===== src/rtl/wishbone_pkg.sv =====
// wishbone_pkg: shared Wishbone B4 definitions.
//   - Cycle-type (CTI) encodings used by masters and responders.
//   - One-hot state encoding for the register responder FSM.
package wishbone_pkg;

  localparam logic [2:0] CTI_CLASSIC = 3'b000;
  localparam logic [2:0] CTI_CONST   = 3'b001;
  localparam logic [2:0] CTI_INCR    = 3'b010;
  localparam logic [2:0] CTI_END     = 3'b111;

  typedef enum logic [3:0] {
    ST_IDLE  = 4'b0001,
    ST_WAIT  = 4'b0010,
    ST_ACK   = 4'b0100,
    ST_BURST = 4'b1000
  } slave_state_t;

endpackage


===== src/rtl/register_bank.sv =====
// register_bank: DEPTH x DATA_WIDTH register array.
//   clk_i, rst_i    clock, asynchronous active-high reset (clears all entries)
//   bus_*           bus write port, byte lanes per bus_sel_i (all-zero = all lanes);
//                   wins over the fabric port when both target the same entry
//   hw_*            fabric write port, whole-word
//   rd_index_i      read index; rd_data_o is the value the entry will hold after
//                   this edge, so a same-edge write is bypassed to the reader
//   regs_o          flat image, entry k at [k*DATA_WIDTH +: DATA_WIDTH]
module register_bank #(
  parameter int DATA_WIDTH = 8,
  parameter int DATA_BYTES = 1,
  parameter int DEPTH      = 16,
  parameter int INDEX_N    = 4
) (
  input  logic                        clk_i,
  input  logic                        rst_i,
  input  logic                        bus_we_i,
  input  logic [INDEX_N-1:0]          bus_index_i,
  input  logic [DATA_BYTES-1:0]       bus_sel_i,
  input  logic [DATA_WIDTH-1:0]       bus_data_i,
  input  logic                        hw_we_i,
  input  logic [INDEX_N-1:0]          hw_index_i,
  input  logic [DATA_WIDTH-1:0]       hw_data_i,
  input  logic [INDEX_N-1:0]          rd_index_i,
  output logic [DATA_WIDTH-1:0]       rd_data_o,
  output logic [DEPTH*DATA_WIDTH-1:0] regs_o
);

  localparam int LANE = DATA_WIDTH / DATA_BYTES;

  logic [DATA_BYTES-1:0] sel_eff;
  logic [DATA_WIDTH-1:0] bus_mask;
  logic [DATA_WIDTH-1:0] nxt [DEPTH];

  assign sel_eff = (bus_sel_i == '0) ? '1 : bus_sel_i;

  always_comb begin
    bus_mask = '0;
    for (int b = 0; b < DATA_BYTES; b++) begin
      bus_mask[b*LANE +: LANE] = {LANE{sel_eff[b]}};
    end
  end

  for (genvar k = 0; k < DEPTH; k++) begin : g_reg
    logic [DATA_WIDTH-1:0] q;
    logic                  bus_hit;
    logic                  hw_hit;

    assign bus_hit = bus_we_i && (bus_index_i == INDEX_N'(k));
    assign hw_hit  = hw_we_i && (hw_index_i == INDEX_N'(k));
    assign nxt[k]  = bus_hit ? ((q & ~bus_mask) | (bus_data_i & bus_mask)) :
                     hw_hit  ? hw_data_i : q;

    always_ff @(posedge clk_i or posedge rst_i) begin
      if (rst_i) q <= '0;
      else       q <= nxt[k];
    end

    assign regs_o[k*DATA_WIDTH +: DATA_WIDTH] = q;
  end

  assign rd_data_o = nxt[rd_index_i];

endmodule


===== src/rtl/wishbone_slave_regs.sv =====
// wishbone_slave_regs: Wishbone B4 responder for DEPTH registers at BASE_ADDRESS.
//   clk_i, rst_i         clock, asynchronous active-high reset
//   adr_i..cti_i, ack_o  Wishbone target port (classic + incrementing bursts)
//   regs_o               flat register image for fabric logic
//   wr_pulse_o           one-cycle pulse after each bus write beat
//   wr_index_o           index of the last bus write
//   hw_we_i/index/data   fabric write port (loses to a same-index bus write)
//
// Handshake: a beat completes on every clock edge where ack_o is high.
// ack_o is a registered flag gated by cyc_i, so a master dropping cyc_i
// cancels the beat in the same cycle; writes only happen on completed beats.
// dat_o is registered and valid throughout each ack cycle.
module wishbone_slave_regs
  import wishbone_pkg::*;
#(
  parameter int                       ADDRESS_WIDTH = 16,
  parameter int                       DATA_WIDTH    = 8,
  parameter int                       DATA_BYTES    = 1,
  parameter logic [ADDRESS_WIDTH-1:0] BASE_ADDRESS  = '0,
  parameter int                       DEPTH         = 16,
  parameter int                       WAIT_STATES   = 1,
  parameter int                       REQUIRE_STB   = 0,
  localparam int                      INDEX_N       = $clog2(DEPTH)
) (
  input  logic                        clk_i,
  input  logic                        rst_i,
  input  logic [ADDRESS_WIDTH-1:0]    adr_i,
  input  logic [DATA_WIDTH-1:0]       dat_i,
  output logic [DATA_WIDTH-1:0]       dat_o,
  input  logic                        we_i,
  input  logic [DATA_BYTES-1:0]       sel_i,
  input  logic                        stb_i,
  input  logic                        cyc_i,
  input  logic [2:0]                  cti_i,
  output logic                        ack_o,
  output logic [DEPTH*DATA_WIDTH-1:0] regs_o,
  output logic                        wr_pulse_o,
  output logic [INDEX_N-1:0]          wr_index_o,
  input  logic                        hw_we_i,
  input  logic [INDEX_N-1:0]          hw_index_i,
  input  logic [DATA_WIDTH-1:0]       hw_data_i
);

  // WAIT holds WAIT_STATES cycles, so the counter starts one below.
  localparam int                   WS_LOAD   = (WAIT_STATES > 0) ? WAIT_STATES - 1 : 0;
  localparam logic [3:0]           WAIT_LOAD = WS_LOAD[3:0];
  localparam logic [ADDRESS_WIDTH:0] DEPTH_W = (ADDRESS_WIDTH+1)'(DEPTH);

  slave_state_t          state;
  logic [INDEX_N-1:0]    ptr;
  logic [3:0]            wait_cnt;
  logic                  ack_reg;

  logic [ADDRESS_WIDTH:0] offset;
  logic                   request;
  logic [INDEX_N-1:0]     index;
  logic [INDEX_N-1:0]     rd_index;
  logic [DATA_WIDTH-1:0]  rd_data;
  logic                   bus_we;

  // Extra top bit catches addresses below BASE_ADDRESS (they wrap huge).
  assign offset  = {1'b0, adr_i} - {1'b0, BASE_ADDRESS};
  assign index   = offset[INDEX_N-1:0];
  assign request = cyc_i && (stb_i || (REQUIRE_STB == 0)) && (offset < DEPTH_W);

  assign ack_o  = ack_reg & cyc_i;
  assign bus_we = ack_o & we_i;

  // Read index matches the pointer of the beat being entered at this edge.
  always_comb begin
    rd_index = ptr + INDEX_N'(1);
    case (state)
      ST_IDLE: rd_index = index;
      ST_WAIT: rd_index = ptr;
      default: rd_index = ptr + INDEX_N'(1);
    endcase
  end

  always_ff @(posedge clk_i or posedge rst_i) begin
    if (rst_i) begin
      state      <= ST_IDLE;
      ptr        <= '0;
      wait_cnt   <= '0;
      ack_reg    <= 1'b0;
      dat_o      <= '0;
      wr_pulse_o <= 1'b0;
      wr_index_o <= '0;
    end else begin
      wr_pulse_o <= bus_we;
      if (bus_we) wr_index_o <= ptr;
      ack_reg <= 1'b0;
      case (state)
        ST_IDLE: begin
          if (request) begin
            ptr <= index;
            if (WAIT_STATES == 0) begin
              state   <= ST_ACK;
              ack_reg <= 1'b1;
              dat_o   <= rd_data;
            end else begin
              state    <= ST_WAIT;
              wait_cnt <= WAIT_LOAD;
            end
          end
        end
        ST_WAIT: begin
          if (!request) begin
            state <= ST_IDLE;
          end else if (wait_cnt == 4'd0) begin
            state   <= ST_ACK;
            ack_reg <= 1'b1;
            dat_o   <= rd_data;
          end else begin
            wait_cnt <= wait_cnt - 4'd1;
          end
        end
        ST_ACK, ST_BURST: begin
          if (cyc_i && ((state == ST_ACK && cti_i == CTI_INCR) ||
                        (state == ST_BURST && cti_i != CTI_END))) begin
            state   <= ST_BURST;
            ptr     <= ptr + INDEX_N'(1);
            ack_reg <= 1'b1;
            dat_o   <= rd_data;  // prefetch of ptr+1, bypassing this beat's write
          end else begin
            state <= ST_IDLE;
          end
        end
        default: state <= ST_IDLE;
      endcase
    end
  end

  register_bank #(
    .DATA_WIDTH(DATA_WIDTH),
    .DATA_BYTES(DATA_BYTES),
    .DEPTH     (DEPTH),
    .INDEX_N   (INDEX_N)
  ) u_bank (
    .clk_i      (clk_i),
    .rst_i      (rst_i),
    .bus_we_i   (bus_we),
    .bus_index_i(ptr),
    .bus_sel_i  (sel_i),
    .bus_data_i (dat_i),
    .hw_we_i    (hw_we_i),
    .hw_index_i (hw_index_i),
    .hw_data_i  (hw_data_i),
    .rd_index_i (rd_index),
    .rd_data_o  (rd_data),
    .regs_o     (regs_o)
  );

endmodule


===== config.mk =====
export PLATFORM = sky130hd
export DESIGN_NAME = wishbone_slave_regs
export DESIGN_NICKNAME = d
export VERILOG_FILES = /design/src/rtl/wishbone_pkg.sv /design/src/rtl/register_bank.sv /design/src/rtl/wishbone_slave_regs.sv
export SDC_FILE = /design/constraint.sdc
export NUM_CORES = 1
export LEC_CHECK = 0
export ABC_CLOCK_PERIOD_IN_PS = 6600
export CAP_MARGIN = 15
export CORE_AREA = 4 4 163 126
export CTS_BUF_LIST = sky130_fd_sc_hd__clkbuf_8 sky130_fd_sc_hd__clkbuf_16
export DETAILED_ROUTE_END_ITERATION = 6
export DIE_AREA = 0 0 167 130
export PLACE_DENSITY = 0.77
export SYNTH_ARGS = -nofsm -noshare
export SYNTH_HDL_FRONTEND = slang
export SYNTH_SLANG_ARGS = --single-unit
export TNS_END_PERCENT = 100

===== constraint.sdc =====
create_clock -name clk_i -period 6.6 [get_ports clk_i]
set_clock_uncertainty 0.1 [all_clocks]
set_input_delay 0.66 -clock clk_i [delete_from_list [all_inputs] [get_ports clk_i]]
set_output_delay 0.66 -clock clk_i [all_outputs]
set_load 0.05 [all_outputs]

Word-level counts from Yosys, hierarchy flattened
Cells that the tools add are included.
Operators by class
  reduce and logical (&&, ||, !) cells: 48
  multiplexer cells: 56
  magnitude comparators: 2
  equal/unequal tests: 42
  add/sub/neg operators: 2
  bitwise operators: 3
Operators by type and width (number)
  8-bit 2-to-1 mux: 37
  4-bit == test (second input constant): 17
  4-bit by 3-bit == test with 1-bit output (second input constant): 9
  1-bit logical AND: 36
  4-bit 2-to-1 mux: 9
  8-bit binary-select mux with 4-bit select: 1
  4-bit case mux with 2 select lines: 3
  4-bit by 2-bit == test with 1-bit output (second input constant): 5
  16-bit by 5-bit < comparator with 1-bit output (second input constant): 1
  8-bit case mux with 2 select lines: 1
  4-bit by 1-bit == test with 1-bit output (second input constant): 3
  4-bit logical NOT: 3
  4-bit case mux with 3 select lines: 1
  2-bit != test (second input constant): 5
  4-bit AND reduction: 2
  3-bit != test (second input constant): 2
  2-bit nonzero test: 3
  5-bit >= comparator (second input constant): 1
  4-bit NOT with 5-bit output: 1
  4-bit by 1-bit adder with 4-bit output (second input constant): 1
  4-bit by 1-bit subtractor with 4-bit output (second input constant): 1
  3-bit by 2-bit == test with 1-bit output (second input constant): 1
  1-bit 2-to-1 mux: 3
  3-bit AND reduction: 1
  5 further kinds: 6
Word-level totals
  output and inout bits: 142
  word-level logic and storage cells: 176
  flip-flop bits (word level): 154
  input bits: 46

Logic depth before layout (Yosys ltp)
  depth in word-level cells: 10
  mapped depth: 12
  depth with buffers taken out: 9

Modules after synthesis
A second synthesis with hierarchy kept.
Second synthesis, totals
  cell total of the unflattened synthesis: 1022
  area, all modules: 8979.9 um2
By module, submodules not included
  register_bank: seq. area each 3203.1 um2, area each 7599.8 um2, times used 1, cells each 886
  wishbone_slave_regs: seq. area each 651.9 um2, area each 1380.1 um2, times used 1, cells each 136

Least setup slack after synthesis
Ideal clock, no wire load.
  kind: flip-flop to flip-flop
  start point: register ptr[0]
  end point: register dat_o[2]
  stages on the path, launching flop included: 12
  data arrival time: 2.121 ns
  library setup time: 0.122 ns
  buffers on the path: 2
  setup slack: 4.257 ns
  required time: 6.378 ns
  cell sequence: dfrtp_1 > buf_2 > inv_1 > ha_1 > nand2_1 > a21oi_1 > a221o_2 > buf_6 > a21oi_2 > a32oi_1 > a32oi_1 > nand2_1
Between the ends
  cells in the longest elaborated chain, start to end: 9
  elaborated cells between the ends (all ways): 58
  classes of those cells: 1 x add/sub; 15 x eq/ne; 24 x mux; 1 x bitwise; 17 x reduce/logical
RTL lines
  start, declared: RTL line wishbone_slave_regs.sv:50  | logic [INDEX_N-1:0] ptr;
  start signal, assigned: RTL line wishbone_slave_regs.sv:95  | ptr <= index;
  start signal, assigned: RTL line wishbone_slave_regs.sv:121  | ptr <= ptr + INDEX_N'(1);
  4-bit by 1-bit adder with 4-bit output, or another cell as far along: RTL line wishbone_slave_regs.sv:75  | default: rd_index = ptr + INDEX_N'(1);
  4-bit case mux with 2 select lines or 1-bit logical AND (tied branches): RTL line wishbone_slave_regs.sv:72, register_bank.sv:49
  4-bit NOT with 5-bit output (implied by the code) or 8-bit 2-to-1 mux (tied branches): RTL line register_bank.sv:62, register_bank.sv:51
  8-bit binary-select mux with 4-bit select (*): RTL line register_bank.sv:62  | assign rd_data_o = nxt[rd_index_i];
  8-bit 2-to-1 mux (implied by the code) (*) (2 in series): RTL line register_bank.sv:62
  8-bit 2-to-1 mux: RTL line wishbone_slave_regs.sv:109  | end else if (wait_cnt == 4'd0) begin
  8-bit 2-to-1 mux: RTL line wishbone_slave_regs.sv:107  | if (!request) begin
  8-bit case mux with 2 select lines (*): RTL line wishbone_slave_regs.sv:92  | case (state)
  end signal, assigned: RTL line wishbone_slave_regs.sv:99  | dat_o <= rd_data;
  end signal, assigned: RTL line wishbone_slave_regs.sv:112  | dat_o <= rd_data;
  end signal, assigned: RTL line wishbone_slave_regs.sv:123  | dat_o <= rd_data;
  end, declared: RTL line wishbone_slave_regs.sv:29  | output logic [DATA_WIDTH-1:0] dat_o,
Mark *: on every way between the ends. The rest lies on a longest branch, timed or not. The select of a mux whose other input is x is not followed.
A chain may end at the register's enable or synchronous reset.

==> flow_summary.toml <==
[status]
outcome = "completed"

[sta]
tns_ns = 0
setup_viol = 0
slew_viol_final = 0
slew_headroom = 0.158
fmax_mhz = 267
hold_viol = 0
rsz0062_at_grt = "no"
fin_crit_ns = 3.75
worst_pin_slew_ns = 1.26
timing.final.crit_share = 0.568

[drt]
top_layer = "met4"
drt_iter0_drc = 2343
dr_total_vias = 10400
dr.pass1.iters = 7
ant_nets = 0
wl_per_cell_um = 25.9
wl_met3_um = 6570
via_per_inst = 7.09
wl_met1_um = 14100
drc = 0
routed_wl_um = 37900
met2_length_um = 15400

[floorplan]
die_width_um = 167
dieArea_um2 = 21700
start_util = 0.490
core_um2 = 19000
num_rows = 44
ios = 188
die_h_um = 130

[worst_setup_path]
slowest_stage = "dfrtp_1"
critPathLaunchType = "register"
arrival_ns = 4.02
cp.required_ns = 6.87
slowest_delay_ns = 0.61
crit_type = "register to register"
path_cells = "ha_1 > nand4_1 > buf_4 > or2_2 > a31oi_1 > nand2_1 > a32oi_1 > nand4_1 > nand2_1"
critPathCaptureType = "register"
path_max_fanout = 23
r2r_slack_ns = 2.85

[hold_path]
min_path_type = "register to register"

[synthesis]
synth_simple_gate_area_frac = 0.235
syn_area_per_cell_um2 = 8.31
synthAdderAreaFrac = 0.00673
synth-compound-area-share = 0.224
syn-num-nets = 1170
synthArstFlopShare = 1.00
synth-edff-count = 0
synth-xor-area-share = 0.00377
ys_types = 63
muxShareOfSynthArea = 0.0436
syn-cell-area_um2 = 9300
synthFlopType = "dfrtp_1"
seq_area_frac_synth = 0.415
synth-seq-cells = 154
netlist_instances = 1119
yosys_warnings = 0
synth_top_family_by_area = "simple AND/OR/NAND/NOR gates"

[cts]
cts_resized = 0
post_cts_buffers = 0
clk_pin_slew_ns = 0.06
clockBufferDepth = 2
clockRootBuffer = "clkbuf_16"
numCtsBuffers = 17
cts_hold_buf = 0
cts_num_sinks = 154
tritoncts = "yes"
cts-htree-levels = 4
clk_latency_ns = 0.44

[global_routing]
grt_usage = 0.335
grt_max_degree = 95
grt_pass1_vias = 9632
grt_pass1_wl_um = 56500
antenna_found_initial = 0
grt_overflow = 0

[cells_and_area]
synthToLayoutAreaGrowth_pct = 24.6
layout-drive-gt1-share = 0.0727
top_register = "u_bank.g.q"
diodes = 0
final_core_util = 0.610
layout_commonest_cell = "clkdlybuf4s50_1"
largest_reg_flops = 128
nNetsFinal = 1250
most-common-layout-cells = "clkdlybuf4s50_1, dfrtp_1, nand3_1"
largest_registers = "u_bank.g.q: 128 flops, dat_o: 8 flops"

[placed_design]
gp_congestion = 0.967
io_buffers = 185
hpwl_um = 24100

[power_and_ir_drop]
peakVddDrop_v = 0.000219
power_density_nw_per_um2 = 317
leakage_nw = 4.37

[run]
cap_violations = 0
[metrics by stage]
| step | setup WS, ns | hold slack (ns) | std cells | instance area [um^2] | power (mW) |
|---|---|---|---|---|---|
| after floorplan | 1.69 | 0.370 | 1119 | 9300 | 2.12 |
| after global placement | 2.71 | 0.392 | 1432 | 11000 | 2.64 |
| after detailed placement | 2.67 | 0.399 | 1432 | 11000 | 2.65 |
| after CTS | 3.07 | 0.413 | 1463 | 11600 | 3.64 |
| after global routing | 2.83 | 0.423 | 1464 | 11600 | 3.78 |
| final | 2.85 | 0.409 | 1464 | 11600 | 3.68 |
[worst max-delay path: cells and delay by family, from the launching register on]
kind / cells / cell delay [ns]
adder cells (fa/ha/maj): 1 / 0.39
buffers and inverters: 1 / 0.48
AO/OA/AOI/OAI: 2 / 0.56
AND/OR/NAND/NOR: 5 / 1.51
flip-flops: 1 / 0.61
[path summary, 6_finish.rpt]
| path | startpoint | endpoint | cells past startpoint |
|---|---|---|---|
| setup / recovery | ptr[0] | dat_o[3] | 9 |
| hold / removal | wr_index_o[0] | wr_index_o[0] | 1 |
| setup reg to reg | ptr[0] | dat_o[3] | 9 |
| hold reg to reg | wr_index_o[0] | wr_index_o[0] | 1 |
| max in group asynchronous | rst_i | u_bank.g_reg[12].q[3] | 3 |
| min in group asynchronous | rst_i | u_bank.g_reg[5].q[2] | 2 |
[cells in the mapped netlist, types with 7 or more instances]
cell type,n,area [um^2]
dfrtp_1,153,3830
nand3_1,141,706
o21ai_0,125,626
a31oi_1,119,744
nor3_1,112,561
clkbuf_1,88,330
nand2_1,78,293
mux2i_1,36,360
nor2_1,30,113
buf_2,28,140
a32oi_1,24,210
a21oi_1,18,90.1
buf_1,14,52.6
nand4_1,14,87.6
and2_1,11,68.8
inv_1,10,37.5
or2_2,10,62.6
a2111o_1,7,78.8
buf_4,7,52.6
[kinds of logic after synthesis]
kind of cell | after synthesis
simple gates | 436
compound gates | 328
fa+ha+maj | 5
buf+inv | 152
flops | 154
mux | 40
xor+xnor | 4
[power breakdown]
group	leakage [nW]	internal, mW	switching [mW]
Clock	0.304	0.611	0.400
Sequential	1.97	1.11	0.126
Combinational	2.09	0.442	0.992
Total	4.37	2.16	1.52
[metal layers]
layer,track usage,vias to the layer above
met5,0,-
met4,0.139,0
met3,0.153,180
met2,0.478,1089
met1,0.445,4789
li1,-,4318
[layout make-up]
class | count | area (um^2)
Fill cell | 1602 | 7400
Multi-Input combinational cell | 813 | 4790
Sequential cell | 154 | 3850
Timing Repair Buffer | 203 | 1990
Clock buffer | 23 | 508
Tap cell | 253 | 317
Clock inverter | 8 | 90.1
Inverter | 10 | 42.5
(Power assumes the default switching activity.)
